`config.mk`:
```
export PLATFORM = sky130hd
export DESIGN_NAME = rob_commit_unit
export DESIGN_NICKNAME = d
export VERILOG_FILES = /design/src/rtl/rob_commit_unit.sv
export SDC_FILE = /design/constraint.sdc
export NUM_CORES = 1
export LEC_CHECK = 0
export CAP_MARGIN = 10
export CORE_MARGIN = 5
export CORE_UTILIZATION = 50
export CTS_BUF_LIST = sky130_fd_sc_hd__clkbuf_2 sky130_fd_sc_hd__clkbuf_4 sky130_fd_sc_hd__clkbuf_8
export DETAILED_ROUTE_END_ITERATION = 12
export GPL_ROUTABILITY_DRIVEN = 0
export PLACE_DENSITY_LB_ADDON = 0.25
export RECOVER_POWER = 25
export SETUP_SLACK_MARGIN = 0.4
export SLEW_MARGIN = 15
export SYNTH_ARGS = -nofsm -noshare
export SYNTH_HDL_FRONTEND = slang
export SYNTH_SLANG_ARGS = --single-unit
```
`constraint.sdc`:
```
create_clock -name clk1 -period 15.55 [get_ports clk1]
set_clock_uncertainty 0.05 [all_clocks]
set_input_delay 2.3325 -clock clk1 [delete_from_list [all_inputs] [get_ports clk1]]
set_output_delay 2.3325 -clock clk1 [all_outputs]
set_load 0.02 [all_outputs]
```
`src/rtl/rob_commit_unit.sv`:
```
// Reorder buffer: in-order allocate at the tail, out-of-order CDB completion, one retire per cycle.
// Optional ROB_PERF_EN macro adds saturating commit_count/flush_count outputs.
module rob_commit_unit #(
    parameter int unsigned DEPTH  = 8,
    parameter int unsigned IDX_W  = 3,
    parameter int unsigned DATA_W = 16
) (
    input  logic              clk1,
    input  logic              rst,
    input  logic              alloc_valid,
    input  logic [3:0]        alloc_func,
    input  logic [3:0]        alloc_rd,
    output logic              alloc_ready,
    output logic [IDX_W-1:0]  alloc_idx,
    input  logic              cdb_valid,
    input  logic [IDX_W-1:0]  cdb_rob_ind,
    input  logic [DATA_W-1:0] cdb_value,
    input  logic [7:0]        cdb_addr,
    input  logic              cdb_taken,
    output logic              reg_we,
    output logic [3:0]        reg_waddr,
    output logic [DATA_W-1:0] reg_wdata,
    output logic [IDX_W-1:0]  reg_wrob,
    output logic              mem_we,
    output logic [7:0]        mem_addr,
    output logic [DATA_W-1:0] mem_wdata,
    output logic              flush,
    output logic [3:0]        flush_target,
`ifdef ROB_PERF_EN
    output logic [15:0]       commit_count,
    output logic [7:0]        flush_count,
`endif
    output logic              rob_empty
);

    localparam logic [3:0] FUNC_ADD   = 4'b0000;
    localparam logic [3:0] FUNC_SUB   = 4'b0001;
    localparam logic [3:0] FUNC_MUL   = 4'b0010;
    localparam logic [3:0] FUNC_DIV   = 4'b0011;
    localparam logic [3:0] FUNC_LOAD  = 4'b0100;
    localparam logic [3:0] FUNC_STORE = 4'b0101;
    localparam logic [3:0] FUNC_BEQ   = 4'b0110;
    localparam logic [3:0] FUNC_BNEQ  = 4'b0111;

    localparam logic [IDX_W-1:0] IDX_ONE  = {{(IDX_W-1){1'b0}}, 1'b1};
    localparam logic [IDX_W:0]   CNT_ONE  = {{IDX_W{1'b0}}, 1'b1};
    localparam logic [IDX_W:0]   FULL_CNT = (IDX_W+1)'(DEPTH);

    // Entry storage
    logic [DEPTH-1:0]  valid_q, valid_d;
    logic [DEPTH-1:0]  done_q, done_d;
    logic [DEPTH-1:0]  taken_q, taken_d;
    logic [3:0]        func_q  [DEPTH];
    logic [3:0]        func_d  [DEPTH];
    logic [3:0]        rd_q    [DEPTH];
    logic [3:0]        rd_d    [DEPTH];
    logic [DATA_W-1:0] value_q [DEPTH];
    logic [DATA_W-1:0] value_d [DEPTH];
    logic [7:0]        addr_q  [DEPTH];
    logic [7:0]        addr_d  [DEPTH];

    logic [IDX_W-1:0]  head_q, head_d;
    logic [IDX_W-1:0]  tail_q, tail_d;
    logic [IDX_W:0]    count_q, count_d;

    // Registered retire outputs
    logic              reg_we_q, reg_we_d;
    logic [3:0]        reg_waddr_q, reg_waddr_d;
    logic [DATA_W-1:0] reg_wdata_q, reg_wdata_d;
    logic [IDX_W-1:0]  reg_wrob_q, reg_wrob_d;
    logic              mem_we_q, mem_we_d;
    logic [7:0]        mem_addr_q, mem_addr_d;
    logic [DATA_W-1:0] mem_wdata_q, mem_wdata_d;
    logic              flush_q, flush_d;
    logic [3:0]        flush_target_q, flush_target_d;

    logic       head_valid, head_done, head_taken, head_is_br;
    logic [3:0] head_func;
    logic       commit, squash_now, full, do_alloc, cdb_hit;

    assign head_valid = valid_q[head_q];
    assign head_done  = done_q[head_q];
    assign head_taken = taken_q[head_q];
    assign head_func  = func_q[head_q];
    assign head_is_br = (head_func == FUNC_BEQ) || (head_func == FUNC_BNEQ);

    assign commit     = head_valid && head_done;
    assign squash_now = commit && head_is_br && head_taken;
    // Full uses the registered count: a same-cycle retire does not free a slot.
    assign full       = (count_q == FULL_CNT);
    assign do_alloc   = alloc_valid && alloc_ready;
    assign cdb_hit    = cdb_valid && valid_q[cdb_rob_ind] && !done_q[cdb_rob_ind];

    assign alloc_ready = !full && !squash_now;
    assign alloc_idx   = tail_q;
    assign rob_empty   = (count_q == '0);

    always_comb begin
        valid_d = valid_q;
        done_d  = done_q;
        taken_d = taken_q;
        func_d  = func_q;
        rd_d    = rd_q;
        value_d = value_q;
        addr_d  = addr_q;
        head_d  = head_q;
        tail_d  = tail_q;
        count_d = count_q;

        if (squash_now) begin
            // Taken branch wipes the buffer; any same-edge CDB write is dropped.
            valid_d = '0;
            done_d  = '0;
            head_d  = '0;
            tail_d  = '0;
            count_d = '0;
        end else begin
            if (cdb_hit) begin
                done_d[cdb_rob_ind]  = 1'b1;
                value_d[cdb_rob_ind] = cdb_value;
                addr_d[cdb_rob_ind]  = cdb_addr;
                taken_d[cdb_rob_ind] = cdb_taken;
            end
            if (commit) begin
                valid_d[head_q] = 1'b0;
                done_d[head_q]  = 1'b0;
                head_d          = head_q + IDX_ONE;
            end
            if (do_alloc) begin
                valid_d[tail_q] = 1'b1;
                done_d[tail_q]  = 1'b0;
                func_d[tail_q]  = alloc_func;
                rd_d[tail_q]    = alloc_rd;
                tail_d          = tail_q + IDX_ONE;
            end
            case ({do_alloc, commit})
                2'b10:   count_d = count_q + CNT_ONE;
                2'b01:   count_d = count_q - CNT_ONE;
                default: count_d = count_q;
            endcase
        end
    end

    always_comb begin
        reg_we_d       = 1'b0;
        reg_waddr_d    = reg_waddr_q;
        reg_wdata_d    = reg_wdata_q;
        reg_wrob_d     = reg_wrob_q;
        mem_we_d       = 1'b0;
        mem_addr_d     = mem_addr_q;
        mem_wdata_d    = mem_wdata_q;
        flush_d        = 1'b0;
        flush_target_d = flush_target_q;

        if (commit) begin
            case (head_func)
                FUNC_ADD, FUNC_SUB, FUNC_MUL, FUNC_DIV, FUNC_LOAD: begin
                    reg_we_d    = 1'b1;
                    reg_waddr_d = rd_q[head_q];
                    reg_wdata_d = value_q[head_q];
                    reg_wrob_d  = head_q;
                end
                FUNC_STORE: begin
                    mem_we_d    = 1'b1;
                    mem_addr_d  = addr_q[head_q];
                    mem_wdata_d = value_q[head_q];
                end
                FUNC_BEQ, FUNC_BNEQ: begin
                    if (head_taken) begin
                        flush_d        = 1'b1;
                        flush_target_d = rd_q[head_q];
                    end
                end
                default: ;
            endcase
        end
    end

    always_ff @(posedge clk1 or posedge rst) begin
        if (rst) begin
            valid_q <= '0;
            done_q  <= '0;
            taken_q <= '0;
            for (int i = 0; i < DEPTH; i++) begin
                func_q[i]  <= '0;
                rd_q[i]    <= '0;
                value_q[i] <= '0;
                addr_q[i]  <= '0;
            end
            head_q         <= '0;
            tail_q         <= '0;
            count_q        <= '0;
            reg_we_q       <= 1'b0;
            reg_waddr_q    <= '0;
            reg_wdata_q    <= '0;
            reg_wrob_q     <= '0;
            mem_we_q       <= 1'b0;
            mem_addr_q     <= '0;
            mem_wdata_q    <= '0;
            flush_q        <= 1'b0;
            flush_target_q <= '0;
        end else begin
            valid_q        <= valid_d;
            done_q         <= done_d;
            taken_q        <= taken_d;
            func_q         <= func_d;
            rd_q           <= rd_d;
            value_q        <= value_d;
            addr_q         <= addr_d;
            head_q         <= head_d;
            tail_q         <= tail_d;
            count_q        <= count_d;
            reg_we_q       <= reg_we_d;
            reg_waddr_q    <= reg_waddr_d;
            reg_wdata_q    <= reg_wdata_d;
            reg_wrob_q     <= reg_wrob_d;
            mem_we_q       <= mem_we_d;
            mem_addr_q     <= mem_addr_d;
            mem_wdata_q    <= mem_wdata_d;
            flush_q        <= flush_d;
            flush_target_q <= flush_target_d;
        end
    end

    assign reg_we       = reg_we_q;
    assign reg_waddr    = reg_waddr_q;
    assign reg_wdata    = reg_wdata_q;
    assign reg_wrob     = reg_wrob_q;
    assign mem_we       = mem_we_q;
    assign mem_addr     = mem_addr_q;
    assign mem_wdata    = mem_wdata_q;
    assign flush        = flush_q;
    assign flush_target = flush_target_q;

`ifdef ROB_PERF_EN
    logic [15:0] commit_count_q, commit_count_d;
    logic [7:0]  flush_count_q, flush_count_d;

    always_comb begin
        commit_count_d = commit_count_q;
        flush_count_d  = flush_count_q;
        if (commit && (commit_count_q != 16'hffff)) begin
            commit_count_d = commit_count_q + 16'd1;
        end
        if (squash_now && (flush_count_q != 8'hff)) begin
            flush_count_d = flush_count_q + 8'd1;
        end
    end

    always_ff @(posedge clk1 or posedge rst) begin
        if (rst) begin
            commit_count_q <= '0;
            flush_count_q  <= '0;
        end else begin
            commit_count_q <= commit_count_d;
            flush_count_q  <= flush_count_d;
        end
    end

    assign commit_count = commit_count_q;
    assign flush_count  = flush_count_q;
`endif

endmodule
```
# [Word level (Yosys, flattened, before mapping)]
# Cells that the tools add are included.
[totals] regBits=344 inputBits=40
[classes] add_sub_neg=4 order_cmp=11 n_eq_ne=10 n_mux=62 bitwise=11 n_reduce_logical=28
[ops] op="$bwmux 128" count=1
[ops] op="$mux 8" count=13
[ops] op="$bwmux 32" count=2
[ops] op="$bwmux 64" count=1
[ops] op="$bmux 16 s3" count=1
[ops] op="$demux 16 s3" count=1
[ops] op="$mux 16" count=3
[ops] op="$and 8x8->8" count=3
[ops] op="$bmux 4 s3" count=2
[ops] op="$bmux 8 s3" count=1
[ops] op="$demux 8 s3" count=1
[ops] op="$mux 4" count=6
[ops] op="$eq 4x3->1 const B" count=4
[ops] op="$not 8->8" count=2
[ops] op="$or 8x8->8" count=2
[ops] op="$bmux 1 s3" count=5
[ops] op="$mux 1" count=15
[ops] op="$demux 4 s3" count=1
[ops] op="$ge 4x4->1 const B" count=3
[ops] op="$logic_and 1x1->1" count=12
[ops] op="$lt 3x4->1 const B" count=3
[ops] op="$mux 3" count=4
[ops] op="$not 3->4" count=3
[ops] op="$demux 1 s3" count=3
[ops] op="22 further kinds" count=34

# [Logic depth before layout (Yosys ltp)]
# Gate-level depths: netlist of run 1.
[logic_depth] depth_word=15 depth_mapped=14

# [Least setup slack after synthesis of run 1]
# Ideal clock, no wire load.
[synth_path] path_kind="flip-flop to output port" startpoint="register head_q[1]" endpoint="output alloc_ready" arrival_time_ns=2.678 required_ns=13.168 setup_slack_ns=10.490 path_stages_with_launch=10 path_buffers=3 cell_sequence="dfrtp_1 buf_6 mux4_2 mux2_2 or4_1 or3_1 buf_6 inv_1 buf_2 a21oi_1"
[synth_via] elab_chain_cells=10
[synth_lines] item="start: declaration" line="62" text="logic [IDX_W-1:0] head_q, head_d;"
[synth_lines] item="start signal: assignment" line="190" text="head_q <= '0;"
[synth_lines] item="start signal: assignment" line="210" text="head_q <= head_d;"
[synth_lines] item="$not 3->4 (implied by the code)" line="84" text="assign head_func = func_q[head_q];"
[synth_lines] item="$bmux 4 s3" line="84"
[synth_lines] item="$mux 4 (implied by the code) (2 in series)" line="84"
[synth_lines] item="$eq 4x3->1" line="85" text="assign head_is_br = (head_func == FUNC_BEQ) || (head_func == FUNC_BNEQ);"
[synth_lines] item="$logic_or 1x1->1" line="85"
[synth_lines] item="$logic_and 1x1->1" line="88" text="assign squash_now = commit && head_is_br && head_taken;"
[synth_lines] item="$logic_and 1x1->1 (*)" line="88"
[synth_lines] item="$logic_not 1->1 (*)" line="94" text="assign alloc_ready = !full && !squash_now;"
[synth_lines] item="$logic_and 1x1->1 (*)" line="94"
[synth_lines] item="end: declaration" line="13" text="output logic alloc_ready,"
# Mark *: on every way between the ends. The rest lies on a longest branch, timed or not. The select of a mux whose other input is x is not followed.

# [Worst setup path in the final report of run 1]
[layout_path] startpoint="register head_q[2]" endpoint="output alloc_ready"
# Same word-level chain as after synthesis.

==> impl_metrics.yaml, run 1 <==
place:
  dp_slack_ps: 8330
  dp_hpwl_mm: 23.2
  place_area_sq_um: 16900
  portBuffers: 98
timing:
  setup_tns_ps: 0
  tightest_slew_ps: 5490
  final-max-slew-violation-count: 232
  finalHoldViolations: 0
  fin_crit_sh: 0.620
  grt_setup_unrepaired: "false"
  setup_violations: 0
  relSlewSlack: -2.68
  hold_slack_ps: 447
  max_freq_mhz: 104
  fin_crit_ps: 9650
  timing.final.ws_setup_ps: 5900
floorplan:
  coreArea_sq_um: 30700
  die_w_um: 187
  ioPinCount: 99
  die_y_um: 187
  std_cell_rows: 64
  initial_core_util: 0.509
  die_area_sq_um: 35000
synth:
  yosysMostFrequentCell: "dfrtp_1"
  ys_seq_elements: 344
  avgSynthCellArea_sq_um: 13.8
  yosysTopAreaCellShare: 0.550
  synth.area.top_cells: "dfrtp_1, mux2_2, mux2_4"
  syn_nets: 1175
  synth_seq_area_share: 0.550
  synth_edf_count: 0
  syn_area_sq_um: 15700
  yosys.area.top_type: "dfrtp_1"
  yosys-top-cells-count: "dfrtp_1, mux2_2, mux2_4"
  synthFlopType: "dfrtp_1"
  syn_inst: 1131
  synthArstFlopShare: 1.00
  yosys_warnings: 0
  synth_cell_types: 55
critical_path:
  cp_max_fo: 58
  cp.arrival_ps: 7270
  crit_end: "alloc_ready"
  reg2reg_depth: 8
  r2r_start: "head_q[2]"
  end_kind: "output port"
  r2r-end: "reg_wdata[1]"
  start_kind: "flop"
  cp-startpoint: "head_q[2]"
  r2r_slack_ps: 7820
  worstSetupPathType: "flop to output port"
  required_ps: 13170
detailed_routing:
  wl_per_cell_um: 23.0
  viasPerCell: 5.99
  antenna_left: 0
  drtIter0Drc: 665
  drc_errors: 0
  routed_wl_mm: 38.5
  dr.pass1.iters: 5
  num_vias: 10100
layout:
  nNetsFinal: 1280
  multi_input_area_sq_um: 6640
  fill_cells: 2492
  seqCellArea_sq_um: 8610
  areaGrowthSynthToFinish_pct: 16.0
  n_antenna_cell: 0
  fin_area_sq_um: 18200
  drive_gt1_frac: 0.378
global_routing:
  track_usage: 0.219
  grt_pass1_wl_mm: 61.6
  grt_pass1_vias: 10600
  antenna_found_initial: 0
  grt_start_max_net_pins: 161
  gr-total-overflow: 0
clock_tree:
  ctsResizeCount: 0
  clock-sinks: 344
  htreeDepth: 2
  clk_pin_slew_ps: 60
  root_buffer: "clkbuf_8"
  cts_tree: "built"
  post_cts_buffers: 0
  cts_inserted_buffers: 56
  cts.path.max_buffers: 3
  clk_latency_ps: 580
  hold_buffers: 0
power:
  ir_drop_v: 0.000100
  p_int_uw: 2630
  power_switching_uw: 1340
  power_leakage_uw: 0.00797
  power.share.switching: 0.337
  power_uw: 3960
  power_frac_comb: 0.389
  power_frac_seq: 0.396
  power_frac_clock: 0.214
  pwr_density_cell_nw_per_um2: 218
hold_path:
  worstHoldPathType: "flop to flop"
flow_run:
  drv_cap: 4
status:
  status: "finished, violations left"
  violations: "max-capacitance violations, max-slew violations"
## cell families (layout without fill, tap and decap cells)
logic type,Yosys count,in the layout,share of synthesized area
fa+ha+maj,4,4,0.00320
flops,344,344,0.550
simple gates,165,165,0.0508
compound gates,155,155,0.0683
buf+inv,82,233,0.0271
xor+xnor,6,6,0.00336
mux,375,375,0.297
## layout by cell type (no fill, tap or decap), types with 4 or more instances in the layout
cell type,instances
clkbuf_1,4
nand2_1,51
mux4_2,22
a221o_1,8
a22oi_1,22
a32o_1,5
nor3_1,18
clkbuf_8,74
nand3_1,13
inv_1,10
mux2_2,263
o211ai_1,4
buf_4,14
clkdlybuf4s50_1,97
mux2i_1,30
a311oi_1,4
clkbuf_4,21
a31oi_1,8
nor2_1,42
o21ai_0,27
mux2_4,60
o22ai_1,7
a22o_1,4
a21oi_1,35
a221oi_1,18
ha_1,4
clkinv_2,7
dfrtp_1,342
nand2_2,6
## power by group through the flow
stage	Sequential [uW]	Combinational [uW]	Clock (uW)
floorplan	1570	1060	0
global placement	1560	1500	0
detailed placement	1580	1540	0
CTS	1570	1540	868
global route	1620	1670	909
finish	1570	1540	850
## registers in the layout (all words and copies together), names as in the netlist, 3 cells and up
name	flops
addr_q	64
alloc_idx	3
count_q	4
done_q	8
flush_target	4
func_q	32
head_q	3
mem_addr	8
mem_wdata	16
rd_q	32
reg_waddr	4
reg_wdata	16
reg_wrob	3
taken_q	8
valid_q	8
value_q	128
## metal layers
layer	GRT usage	vias up	wire length [um]	part of all wire
met1	0.320	5301	18100	0.47
met2	0.348	299	18100	0.47
met4	0.0515	0	547	0.014
met3	0.0353	44	1820	0.047
li1	-	4408	-	-
met5	0	-	0	0
## final cells by class
type                    count  share of cell area
flip-flops and latches    344               0.474
multi-input cells         705               0.366
clock buffers              95              0.0648
repair buffers            117              0.0617
well taps                 396              0.0273
clock inverters             9             0.00406
inverters                  12             0.00255
## worst min-delay path by stage
stage,from,endpoint,slack [ps],cells after the start
2_1_floorplan,rd_q[13],rd_q[13],420,1
3_3_place_gp,func_q[22],func_q[22],430,1
3_5_place_dp,func_q[4],func_q[4],440,1
4_1_cts,func_q[4],func_q[4],450,1
5_1_grt,value_q[118],value_q[118],460,1
6_report,func_q[4],func_q[4],450,1
## through the flow
| step | cells | util |
|---|---|---|
| 2_1_floorplan | 1131 | - |
| 3_3_place_gp | 1574 | 0.551 |
| 3_5_place_dp | 1574 | 0.551 |
| 4_1_cts | 1678 | 0.592 |
| 5_1_grt | 1678 | 0.591 |
| 6_report | 1678 | 0.591 |
## critical path, cell delays in order, from the launching register on
cell and delay (ps):
dfrtp_1 800, clkbuf_1 2760, and2_1 690, a22oi_1 160, a21oi_1 260, or3_1 690, inv_1 440, a21oi_1 230
clkdlybuf4s50_1 630
(Power assumes the default switching activity.)
==> inputs of run 2 (changes only) <==
clock period = 8.1 ns   (was 15.55 ns; I/O delays follow)
==> run 2 against run 1 <==
Compared with the run above: the run still ends with max-capacitance violations, max-slew violations left; register-to-register slack got worse by 4700 ps; die area did not move; first-iteration DRC count rose by 11%; combinational power rose by 89%; design area rose by 0.24%; sequential cell count did not move; sequential power rose by 94%; sequential share of layout area fell by 0.11 points; utilization rose by 0.14 points; via count fell by 0.27%; largest power group unchanged; highest routed layer unchanged.
==> impl_metrics.yaml, run 2 (synthesis results as in run 1) <==
power:
  power_switching_uw: 2560
  pwr_density_cell_nw_per_um2: 418
  power_frac_seq: 0.400
  power.share.switching: 0.337
  power_leakage_uw: 0.00799
  power_frac_comb: 0.382
  power_uw: 7620
  p_int_uw: 5050
  ir_drop_v: 0.000150
  power_frac_clock: 0.218
timing:
  fin_crit_ps: 6200
  tightest_slew_ps: 3660
  final-max-slew-violation-count: 136
  relSlewSlack: -1.44
  finalHoldViolations: 0
  timing.final.ws_setup_ps: 1900
  setup_violations: 0
  fin_crit_sh: 0.766
  hold_slack_ps: 451
  grt_setup_unrepaired: "false"
  max_freq_mhz: 161
  setup_tns_ps: 0
hold_path:
  worstHoldPathType: "flop to flop"
  holdPathStages: 1
clock_tree:
  post_cts_buffers: 0
  clock-sinks: 344
  hold_buffers: 0
  cts_inserted_buffers: 56
  cts.path.max_buffers: 3
  cts_tree: "built"
  root_buffer: "clkbuf_8"
  htreeDepth: 2
  clk_pin_slew_ps: 60
  ctsResizeCount: 0
  clk_latency_ps: 590
floorplan:
  initial_core_util: 0.509
  std_cell_rows: 64
  die_area_sq_um: 35000
  die_w_um: 187
  coreArea_sq_um: 30700
  ioPinCount: 99
  die_y_um: 187
critical_path:
  cp_max_fo: 50
  start_kind: "flop"
  required_ps: 6840
  worstSetupPathType: "flop to output port"
  end_kind: "output port"
  reg2reg_depth: 7
  cp.arrival_ps: 4940
global_routing:
  gr-total-overflow: 0
  grt_start_max_net_pins: 190
  antenna_found_initial: 0
  grt_pass1_wl_mm: 61.4
  track_usage: 0.219
  grt_pass1_vias: 10500
detailed_routing:
  routed_wl_mm: 38.4
  top_layer_used: "met4"
  dr.pass1.iters: 5
  antenna_left: 0
  drtIter0Drc: 736
  drc_errors: 0
  wl_per_cell_um: 22.9
  met2_length_mm: 18.0
  wl_met3_mm: 1.88
  wl_met1_mm: 17.6
  num_vias: 10000
  viasPerCell: 5.97
layout:
  top_regs: "value_q: 128 flops, addr_q: 64 flops"
  largest_reg_flops: 128
  layout_common_cells: "dfrtp_1, mux2_2, clkdlybuf4s50_1"
  n_antenna_cell: 0
  areaGrowthSynthToFinish_pct: 16.3
  drive_gt1_frac: 0.381
  nNetsFinal: 1282
  final_common_cell: "dfrtp_1"
  largest_register: "value_q"
flow_run:
  drv_cap: 2
place:
  portBuffers: 98
  dp_slack_ps: 2490
  dp_hpwl_mm: 23.6
status:
  violations: "max-capacitance violations, max-slew violations"
  status: "finished, violations left"
==> run 2: final timing paths <==
kind                        startpoint          end  slack (ps)
min                        mem_addr[2]  mem_addr[2]         450
min reg2reg                mem_addr[2]  mem_addr[2]         450
min in group asynchronous          rst  reg_wrob[1]        1240
max in group asynchronous          rst    head_q[2]        2490
max                          head_q[2]  alloc_ready        1900
max reg2reg                  head_q[2]   addr_q[60]        3150
==> run 2: cell type report <==
cell class	instances	area, sq um
clock buffer	94	1170
clock inverter	8	96.3
fill	2441	12500
inverter	12	46.3
multi-input combinational	705	6650
sequential	344	8610
tap	396	495
timing repair buffer	119	1140
==> run 2: power by group through the flow <==
stage	sequential (uW)	clock, uW	combinational [uW]
finish	3050	1660	2910
CTS	3040	1690	2930
floorplan	3020	0	2030
detailed placement	3060	0	2920
global placement	3020	0	2860
global route	3140	1780	3150
==> run 2: per-stage QoR <==
| stage | cell area [sq um] | util | instances |
|---|---|---|---|
| final | 18200 | 0.592 | 1678 |
| after global routing | 18200 | 0.592 | 1678 |
| after CTS | 18200 | 0.592 | 1678 |
| after detailed placement | 17000 | 0.551 | 1576 |
| after global placement | 17000 | 0.551 | 1576 |
| after floorplan | 15700 | - | 1131 |
==> run 2: per-layer routing <==
metal,track usage,vias to the layer above
li1,-,4422
met1,0.315,5251
met2,0.348,279
met3,0.0364,73
met4,0.0592,0
met5,0,-
==> run 2: critical path, stage by stage (launching register included) <==
cell and delay [ps]:
dfrtp_2 760, buf_4 680, nor2b_1 540, a22oi_1 120, a21oi_1 270, or3_1 680
inv_1 420, a21oi_1 220, clkdlybuf4s50_1 630
==> inputs of run 3 (changes only) <==
clock period = 6 ns   (was 8.1 ns; I/O delays follow)
==> run 3 against run 2 <==
Compared with the run above: the flow still finishes with violations (max-capacitance violations, max-slew violations); utilization shrank 0.094 points; non-clock buffer count increased by 5; combinational power up 34%; design area decreased by 0.16%; sequential cell count unchanged; register-to-register slack got worse by 1500 ps; critical path type unchanged; largest cell class unchanged.
==> impl_metrics.yaml, run 3 (synthesis results as in run 1) <==
clock_tree:
  htreeDepth: 2
  clock-sinks: 344
  post_cts_buffers: 0
  cts.path.max_buffers: 3
  cts_inserted_buffers: 55
  clk_pin_slew_ps: 60
  cts_tree: "built"
  hold_buffers: 0
  clk_latency_ps: 600
  root_buffer: "clkbuf_8"
floorplan:
  initial_core_util: 0.509
  die_y_um: 187
  die_w_um: 187
  coreArea_sq_um: 30700
  die_area_sq_um: 35000
  ioPinCount: 99
  std_cell_rows: 64
layout:
  areaGrowthSynthToFinish_pct: 16.1
  layout_common_cells: "dfrtp_1, mux2_2, clkdlybuf4s50_1"
  fin_util: 0.591
  top_regs: "value_q: 128 flops, addr_q: 64 flops"
  largest_reg_flops: 128
  final_common_cell: "dfrtp_1"
  largest_register: "value_q"
  n_antenna_cell: 0
  nNetsFinal: 1286
  drive_gt1_frac: 0.385
timing:
  final-max-slew-violation-count: 157
  setup_violations: 0
  setup_tns_ps: 0
  grt_setup_unrepaired: "false"
  max_freq_mhz: 191
  fin_crit_ps: 5240
  finalHoldViolations: 0
  timing.final.ws_setup_ps: 761
  tightest_slew_ps: 3810
  fin_crit_sh: 0.873
  relSlewSlack: -1.54
critical_path:
  worstSetupPathType: "flop to output port"
  cp.arrival_ps: 4290
  start_kind: "flop"
  end_kind: "output port"
  cp_max_fo: 20
  r2r_slack_ps: 1650
  required_ps: 5050
place:
  dp_slack_ps: 1030
  dp_hpwl_mm: 22.9
  portBuffers: 98
global_routing:
  gr-total-overflow: 0
  grt_pass1_vias: 10500
  antenna_found_initial: 1
  grt_pass1_wl_mm: 61.3
  grt_start_max_net_pins: 189
  track_usage: 0.217
detailed_routing:
  wl_per_cell_um: 22.5
  drtIter0Drc: 783
  num_vias: 9988
  routed_wl_mm: 37.8
  antenna_left: 0
  viasPerCell: 5.95
  drc_errors: 0
  dr.pass1.iters: 5
power:
  ir_drop_v: 0.000271
  pwr_density_cell_nw_per_um2: 558
  power_leakage_uw: 0.00798
  power_uw: 10200
flow_run:
  drv_cap: 1
status:
  status: "finished, violations left"
  violations: "max-capacitance violations, max-slew violations"
hold_path:
  worstHoldPathType: "flop to flop"
==> run 3: routing by layer <==
| layer | vias to the layer above | global-route usage | routed length [um] |
|---|---|---|---|
| met5 | - | 0 | 20 |
| met4 | 2 | 0.0546 | 763 |
| met3 | 55 | 0.0409 | 2200 |
| met2 | 324 | 0.340 | 17500 |
| met1 | 5184 | 0.316 | 17300 |
| li1 | 4423 | - | - |
==> run 3: final timing paths <==
path	from	endpoint	cells past startpoint
max	head_q[1]	alloc_ready	7
min	flush_target[2]	flush_target[2]	2
max reg2reg	head_q[2]	value_q[49]	8
min reg2reg	flush_target[2]	flush_target[2]	2
max in group asynchronous	rst	taken_q[2]	3
min in group asynchronous	rst	mem_wdata[9]	3
==> run 3: where the power goes <==
part	leakage (uW)	internal [uW]	switching, uW	total (uW)
sequential	0.00426	3440	668	4110
clock	0.000631	1210	922	2140
combinational	0.00309	2070	1840	3910
==> run 3: worst max-delay path, cell delays in order, from the launching register on <==
cell	delay (ps)
dfrtp_2	610
mux4_2	550
mux2_2	300
or4_1	840
or3_1	660
inv_1	150
a21oi_1	50
clkdlybuf4s50_1	550
==> run 3: what timing repair did <==
item,4_1_cts,5_1_grt
resized for setup,1,0
endpoints found under the hold margin,0,0
endpoints found under the setup margin,1,0
==> run 3: area by class of cell <==
type                    count  area [sq um]
multi-input cells         705          6650
clock inverters             8          76.3
fillers                  2453         12600
flip-flops and latches    344          8610
inverters                  12          47.5
repair buffers            124          1190
well taps                 396           495
clock buffers              90          1110
==> run 3: metrics by stage <==
step           instance area, sq um  cells  hold WS (ps)
6_report                      18200   1679           432
5_1_grt                       18200   1679           462
4_1_cts                       18200   1679           437
3_5_place_dp                  17000   1581           421
3_3_place_gp                  17000   1581           430
2_1_floorplan                 15700   1131           421
